<file path="config.mk">
export PLATFORM = sky130hd
export DESIGN_NAME = mem_arbiter
export DESIGN_NICKNAME = d
export VERILOG_FILES = /design/src/rtl/mem_arb_pkg.sv /design/src/rtl/mem_arb_watchdog.sv /design/src/rtl/mem_arbiter.sv
export SDC_FILE = /design/constraint.sdc
export NUM_CORES = 1
export LEC_CHECK = 0
export ABC_AREA = 1
export CAP_MARGIN = 20
export CORE_ASPECT_RATIO = 1.2
export CORE_MARGIN = 5
export CORE_UTILIZATION = 30
export DETAILED_ROUTE_END_ITERATION = 8
export GPL_ROUTABILITY_DRIVEN = 0
export SYNTH_ARGS = -nofsm -noshare
export SYNTH_HDL_FRONTEND = slang
export SYNTH_SLANG_ARGS = --single-unit
</file>
<file path="constraint.sdc">
create_clock -name clk_i -period 2.5 [get_ports clk_i]
set_input_delay 0.25 -clock clk_i [delete_from_list [all_inputs] [get_ports clk_i]]
set_output_delay 0.25 -clock clk_i [all_outputs]
set_load 0.05 [all_outputs]
</file>
<file path="src/rtl/mem_arb_pkg.sv">
// Shared types and constants for the instruction/data main-memory arbiter.
package mem_arb_pkg;

  typedef enum logic [2:0] {
    ST_IDLE,
    ST_SERVE_INST,
    ST_SERVE_DATA,
    ST_DONE_INST,
    ST_DONE_DATA
  } arb_state_e;

  typedef enum logic {
    GNT_INST,
    GNT_DATA
  } arb_gnt_e;

  localparam logic [31:0] NOP_INSTR = 32'h0000_0013;
  localparam int unsigned WD_CNT_W  = 8;

endpackage

</file>
<file path="src/rtl/mem_arb_watchdog.sv">
// Loadable down-counter; expire_o flags the last permitted wait cycle.
module mem_arb_watchdog
  import mem_arb_pkg::*;
(
  input  logic                clk_i,
  input  logic                rst_ni,
  input  logic                load_i,
  input  logic [WD_CNT_W-1:0] load_val_i,
  input  logic                dec_i,
  output logic                expire_o
);

  logic [WD_CNT_W-1:0] count_q, count_d;

  always_comb begin
    count_d = count_q;
    if (load_i) begin
      count_d = load_val_i;
    end else if (dec_i && (count_q != '0)) begin
      count_d = count_q - WD_CNT_W'(1);
    end
  end

  always_ff @(posedge clk_i or negedge rst_ni) begin
    if (!rst_ni) begin
      count_q <= '0;
    end else begin
      count_q <= count_d;
    end
  end

  // A decrement taken while at 1 is the one that reaches zero.
  assign expire_o = (count_q == WD_CNT_W'(1));

endmodule

</file>
<file path="src/rtl/mem_arbiter.sv">
// Serialises fetch and load/store requests onto one single-ported memory,
// alternating priority on contention and aborting hung accesses via a watchdog.
//   state      | meaning
//   IDLE       | no access in flight, pick next requester
//   SERVE_INST | fetch strobe on memory, waiting READY
//   SERVE_DATA | load/store strobe on memory, waiting READY
//   DONE_INST  | fetch result presented, INST stall released
//   DONE_DATA  | data result presented, DATA stall released
module mem_arbiter
  import mem_arb_pkg::*;
#(
  parameter int unsigned TIMEOUT_CYCLES = 255
) (
  input  logic        clk_i,
  input  logic        rst_ni,
  input  logic        inst_read_i,
  input  logic [31:0] inst_addr_i,
  output logic [31:0] inst_readdata_o,
  output logic        inst_busywait_o,
  input  logic        data_read_i,
  input  logic        data_write_i,
  input  logic [31:0] data_addr_i,
  input  logic [31:0] data_writedata_i,
  output logic [31:0] data_readdata_o,
  output logic        data_busywait_o,
  output logic        main_mem_read_o,
  output logic        main_mem_write_o,
  output logic [31:0] main_mem_addr_o,
  output logic [31:0] main_mem_writedata_o,
  input  logic [31:0] main_mem_readdata_i,
  input  logic        main_mem_ready_i,
  output logic        arb_timeout_o
);

  arb_state_e  state_q, state_d;
  arb_gnt_e    last_gnt_q, last_gnt_d;
  logic        mem_read_q, mem_read_d;
  logic        mem_write_q, mem_write_d;
  logic [31:0] mem_addr_q, mem_addr_d;
  logic [31:0] mem_wdata_q, mem_wdata_d;
  logic [31:0] inst_rdata_q, inst_rdata_d;
  logic [31:0] data_rdata_q, data_rdata_d;
  logic        timeout_q, timeout_d;
  logic        wd_load, wd_dec, wd_expire;
  logic        inst_req, data_req;

  assign inst_req = inst_read_i;
  assign data_req = data_read_i | data_write_i;

  mem_arb_watchdog u_watchdog (
    .clk_i      (clk_i),
    .rst_ni     (rst_ni),
    .load_i     (wd_load),
    .load_val_i (WD_CNT_W'(TIMEOUT_CYCLES)),
    .dec_i      (wd_dec),
    .expire_o   (wd_expire)
  );

  always_comb begin
    state_d      = state_q;
    last_gnt_d   = last_gnt_q;
    mem_read_d   = mem_read_q;
    mem_write_d  = mem_write_q;
    mem_addr_d   = mem_addr_q;
    mem_wdata_d  = mem_wdata_q;
    inst_rdata_d = inst_rdata_q;
    data_rdata_d = data_rdata_q;
    timeout_d    = timeout_q;
    wd_load      = 1'b0;
    wd_dec       = 1'b0;
    unique case (state_q)
      ST_IDLE: begin
        if (inst_req && (!data_req || (last_gnt_q == GNT_DATA))) begin
          state_d     = ST_SERVE_INST;
          last_gnt_d  = GNT_INST;
          mem_read_d  = 1'b1;
          mem_write_d = 1'b0;
          mem_addr_d  = inst_addr_i;
          mem_wdata_d = '0;
          wd_load     = 1'b1;
        end else if (data_req) begin
          state_d     = ST_SERVE_DATA;
          last_gnt_d  = GNT_DATA;
          mem_read_d  = data_read_i;
          mem_write_d = data_write_i;
          mem_addr_d  = data_addr_i;
          mem_wdata_d = data_writedata_i;
          wd_load     = 1'b1;
        end
      end
      ST_SERVE_INST: begin
        if (main_mem_ready_i) begin
          inst_rdata_d = main_mem_readdata_i;
          mem_read_d   = 1'b0;
          mem_write_d  = 1'b0;
          state_d      = ST_DONE_INST;
        end else begin
          wd_dec = 1'b1;
          if (wd_expire) begin
            timeout_d    = 1'b1;
            inst_rdata_d = NOP_INSTR;
            mem_read_d   = 1'b0;
            mem_write_d  = 1'b0;
            state_d      = ST_DONE_INST;
          end
        end
      end
      ST_SERVE_DATA: begin
        if (main_mem_ready_i) begin
          if (mem_read_q) data_rdata_d = main_mem_readdata_i;
          mem_read_d  = 1'b0;
          mem_write_d = 1'b0;
          state_d     = ST_DONE_DATA;
        end else begin
          wd_dec = 1'b1;
          if (wd_expire) begin
            timeout_d = 1'b1;
            if (mem_read_q) data_rdata_d = '0;
            mem_read_d  = 1'b0;
            mem_write_d = 1'b0;
            state_d     = ST_DONE_DATA;
          end
        end
      end
      ST_DONE_INST, ST_DONE_DATA: state_d = ST_IDLE;
      default: state_d = ST_IDLE;
    endcase
  end

  always_ff @(posedge clk_i or negedge rst_ni) begin
    if (!rst_ni) begin
      state_q      <= ST_IDLE;
      last_gnt_q   <= GNT_DATA;
      mem_read_q   <= 1'b0;
      mem_write_q  <= 1'b0;
      mem_addr_q   <= '0;
      mem_wdata_q  <= '0;
      inst_rdata_q <= '0;
      data_rdata_q <= '0;
      timeout_q    <= 1'b0;
    end else begin
      state_q      <= state_d;
      last_gnt_q   <= last_gnt_d;
      mem_read_q   <= mem_read_d;
      mem_write_q  <= mem_write_d;
      mem_addr_q   <= mem_addr_d;
      mem_wdata_q  <= mem_wdata_d;
      inst_rdata_q <= inst_rdata_d;
      data_rdata_q <= data_rdata_d;
      timeout_q    <= timeout_d;
    end
  end

  // Stall is released only in the requester's DONE cycle; a flushed request sees no stall.
  assign inst_busywait_o      = inst_req && (state_q != ST_DONE_INST);
  assign data_busywait_o      = data_req && (state_q != ST_DONE_DATA);
  assign inst_readdata_o      = inst_rdata_q;
  assign data_readdata_o      = data_rdata_q;
  assign main_mem_read_o      = mem_read_q;
  assign main_mem_write_o     = mem_write_q;
  assign main_mem_addr_o      = mem_addr_q;
  assign main_mem_writedata_o = mem_wdata_q;
  assign arb_timeout_o        = timeout_q;

endmodule
</file>
==> results by group <==
Run status
  • Status: finished clean

Setup path
  • Crit. path cell count: 1
  • CP startpoint: main_mem_read_o
  • CP Data Required Time: 2.25 ns
  • Worst path cell trace: clkdlybuf4s50_1
  • Largest delay share family, worst path: buffers and inverters
  • Buf/Inv on CP: 1
  • Max incr delay on CP: 0.88 ns
  • Critical Path Source Type: register
  • Critical path class: register to output port
  • Reg2reg path depth: 10
  • Crit path max-delay cell type: clkdlybuf4s50_1
  • RR Startpoint: u_watchdog.count_q[1]
  • CP Capture Type: output port
  • Setup slack, reg-to-reg: 0.59 ns
  • Reg2reg end: data_readdata_o[12]
  • End point of the critical path: main_mem_read_o
  • Crit Path Max Fanout: 3
  • Critical Path AT: 1.72 ns

Finish
  • Multi-input gate area: 2300 um2
  • Nets: 1080
  • Fin cells: 1222
  • Fraction of layout cells with a size suffix above 1: 0.0982
  • Layout area overhead: 55.7%
  • Register Area: 3580 um2
  • Antenna cells: 0
  • # fillers: 1992

STA
  • Worst-Margin Slew: 0.763 ns
  • Fmax: 0.507 GHz
  • Fin crit period: 1.97 ns
  • Hold Vio Cnt, Final: 0
  • Worst slew margin: 0.491
  • Max-slew violation count: 0
  • RSZ-0062 raised after global routing: false
  • Worst hold slack: 0.374 ns
  • Period utilization: 0.788
  • Final setup vio count: 0
  • Setup ws final: 0.530 ns
  • Setup TNS: 0 ns
  • Final Skew: 0.0142 ns

Global route
  • First-pass GRT wire length: 30.0 mm
  • Vias in the first global route: 5556
  • Tot GR Track Use: 0.157
  • Grt ovf: 0
  • Largest net degree at the start of global routing: 84
  • Antenna violations before repair: 0

Synth
  • Xor/xnor share of the synthesized area: 0.00282
  • #FFs+latches synth: 143
  • Sequential fraction of the synthesis area: 0.576
  • Post-synthesis mux area share: 0
  • Post-Synth Adder-Cell Area: 0.00403
  • Yosys top cell area share: 0.572
  • Post-Synthesis Net Count: 820
  • Synth Area in Compound Gates: 0.166
  • Synth Warn #: 0
  • Leading area contributor after synthesis: dfrtp_1
  • Post-Synthesis Cells: 684
  • Mapped Area: 6210 um2
  • Area contributors post-synth: dfrtp_1, nand2_1, a21oi_1
  • Synth cell types: 31
  • Syn Area/Cell: 9.08 um2
  • Simple-Gate Fraction of Synth Area: 0.195
  • Combinational family with the most area after synthesis: simple AND/OR/NAND/NOR gates

Placement
  • PortBufs: 266
  • Hpwl dp: 13.5 mm
  • Place WS: 0.536 ns
  • Placed Cells incl. Taps: 1189

Pwr
  • Power share of the clock group: 0.163
  • Net Sw Frac: 0.494
  • Pwr Density: 1580 nW/um2
  • Peak supply drop: 0.714 mV
  • Sw Pwr: 7570 uW
  • Internal: 7740 uW
  • Comb power frac: 0.572
  • LEAKAGE: 0.00420 uW
  • Part of the power in registers: 0.265

Floorplanning
  • Placement Rows: 57
  • Width of the die: 141 um
  • Core region area: 20300 um2
  • Die Y: 168 um
  • # IOs: 267
  • Starting density of the core: 0.306
  • Die Area: 23700 um2

Clock tree
  • Clock tree buffer depth: 2
  • # Post-CTS Setup Buffers: 0
  • TritonCTS Buffers: 17
  • CTS tree: yes
  • CTS Sinks: 143
  • Root buf cell: clkbuf_16
  • H-tree depth: 4
  • Clock Latency Late Sink: 0.42 ns
  • Clk slew on worst S/H paths: 0.06 ns

Routing
  • DRC viols: 0
  • ANT nets after route: 0
  • DR pass1 iterations: 4
  • Post-DR vias/cell: 4.48
  • Final WL: 18.6 mm
  • Iter 0 DRT Violations: 252
  • Wire per inst: 15.3 um
  • Via count: 5475

Worst hold path
  • Hold WC Path Type: input port to register

Run
  • Max_cap viols: 0
==> cell families (layout without fill, tap and decap cells) <==
| group | count (synthesis) | after routing |
|---|---|---|
| compound gates | 181 | 181 |
| xor+xnor | 2 | 2 |
| fa+ha+maj | 2 | 2 |
| buf+inv | 61 | 334 |
| flops | 143 | 143 |
| simple gates | 295 | 295 |
==> worst min-delay path by stage <==
stage | startpoint | to | slack [ns] | cells past startpoint
finish | data_writedata_i[16] | main_mem_writedata_o[16] | 0.37 | 3
detailed placement | rst_ni | inst_readdata_o[20] | 0.28 | 1
floorplan | rst_ni | arb_timeout_o | -0.05 | 0
global route | data_writedata_i[18] | main_mem_writedata_o[18] | 0.35 | 3
CTS | data_writedata_i[18] | main_mem_writedata_o[18] | 0.35 | 3
global placement | rst_ni | inst_readdata_o[20] | 0.29 | 1
==> Yosys cell counts, drive strengths merged <==
cell,number
dfstp,1
o21ai,109
dfrtp,142
a21oi,69
nor2,47
nand3,14
nand2,229
clkbuf,10
nand4,3
inv,20
nand3b,1
xor2,2
o211ai,1
ha,2
clkinv,1
o21bai,1
nor3,1
a31oi,1
buf,30
==> layout make-up <==
| class | count | area share |
|---|---|---|
| flip-flops and latches | 143 | 0.370 |
| clock buffers | 21 | 0.0455 |
| clock inverters | 11 | 0.0138 |
| well taps | 265 | 0.0343 |
| multi-input cells | 480 | 0.237 |
| inverters | 21 | 0.00828 |
| repair buffers | 281 | 0.291 |
==> routing by layer <==
metal | track usage | share of wire | vias up | wire [um]
li1 | - | - | 2759 | -
met1 | 0.196 | 0.42 | 2508 | 7890
met2 | 0.252 | 0.47 | 189 | 8790
met3 | 0.0647 | 0.092 | 19 | 1710
met4 | 0.0421 | 0.014 | 0 | 255
met5 | 0 | 0 | - | 0
==> placed cells by master, fill, tap and decap left out, types with 5 or more instances in the layout <==
cell             instances
a21oi_1                 68
nand2_1                223
nand3_1                 12
clkbuf_16               17
inv_2                    5
o21ai_1                 48
o21ai_2                 27
inv_1                   15
clkdlybuf4s50_1        263
dfrtp_1                142
o21ai_0                 32
nor2_1                  45
buf_4                   13
==> per-stage QoR <==
step,power [uW],area (um2),util
after global placement,12900,9090,0.447
after floorplan,9990,6210,-
after global routing,16200,9670,0.476
final,15300,9670,0.476
after detailed placement,12900,9090,0.447
after CTS,15500,9670,0.476
==> tightest hold or removal path, delay by kind of cell <==
family,cells,cell delay (ns)
AO/OA/AOI/OAI,1,0.05
buffers and inverters,1,0.39
AND/OR/NAND/NOR,1,0.06
==> power groups by stage <==
| stage | clock network, uW | registers (uW) | logic (uW) |
|---|---|---|---|
| after floorplan | 0 | 7510 | 2480 |
| after CTS | 2580 | 4080 | 8870 |
| after global placement | 0 | 4080 | 8790 |
| final | 2490 | 4070 | 8760 |
| after global routing | 2670 | 4240 | 9350 |
| after detailed placement | 0 | 4100 | 8850 |
==> sequential cells by signal, indices dropped and copies added, names as in the netlist <==
register              flops
main_mem_addr_o          32
main_mem_writedata_o     32
state_q                   3
arb_timeout_o             1
main_mem_write_o          1
u_watchdog.count_q        8
main_mem_read_o           1
last_gnt_q                1
data_readdata_o          32
inst_readdata_o          32
==> repair_timing <==
item	4_1_cts	5_1_grt
resized for setup	0	0
hold buffers	1	0
hold endpoints to repair	58	0
Power figures use the tool's default switching activity.
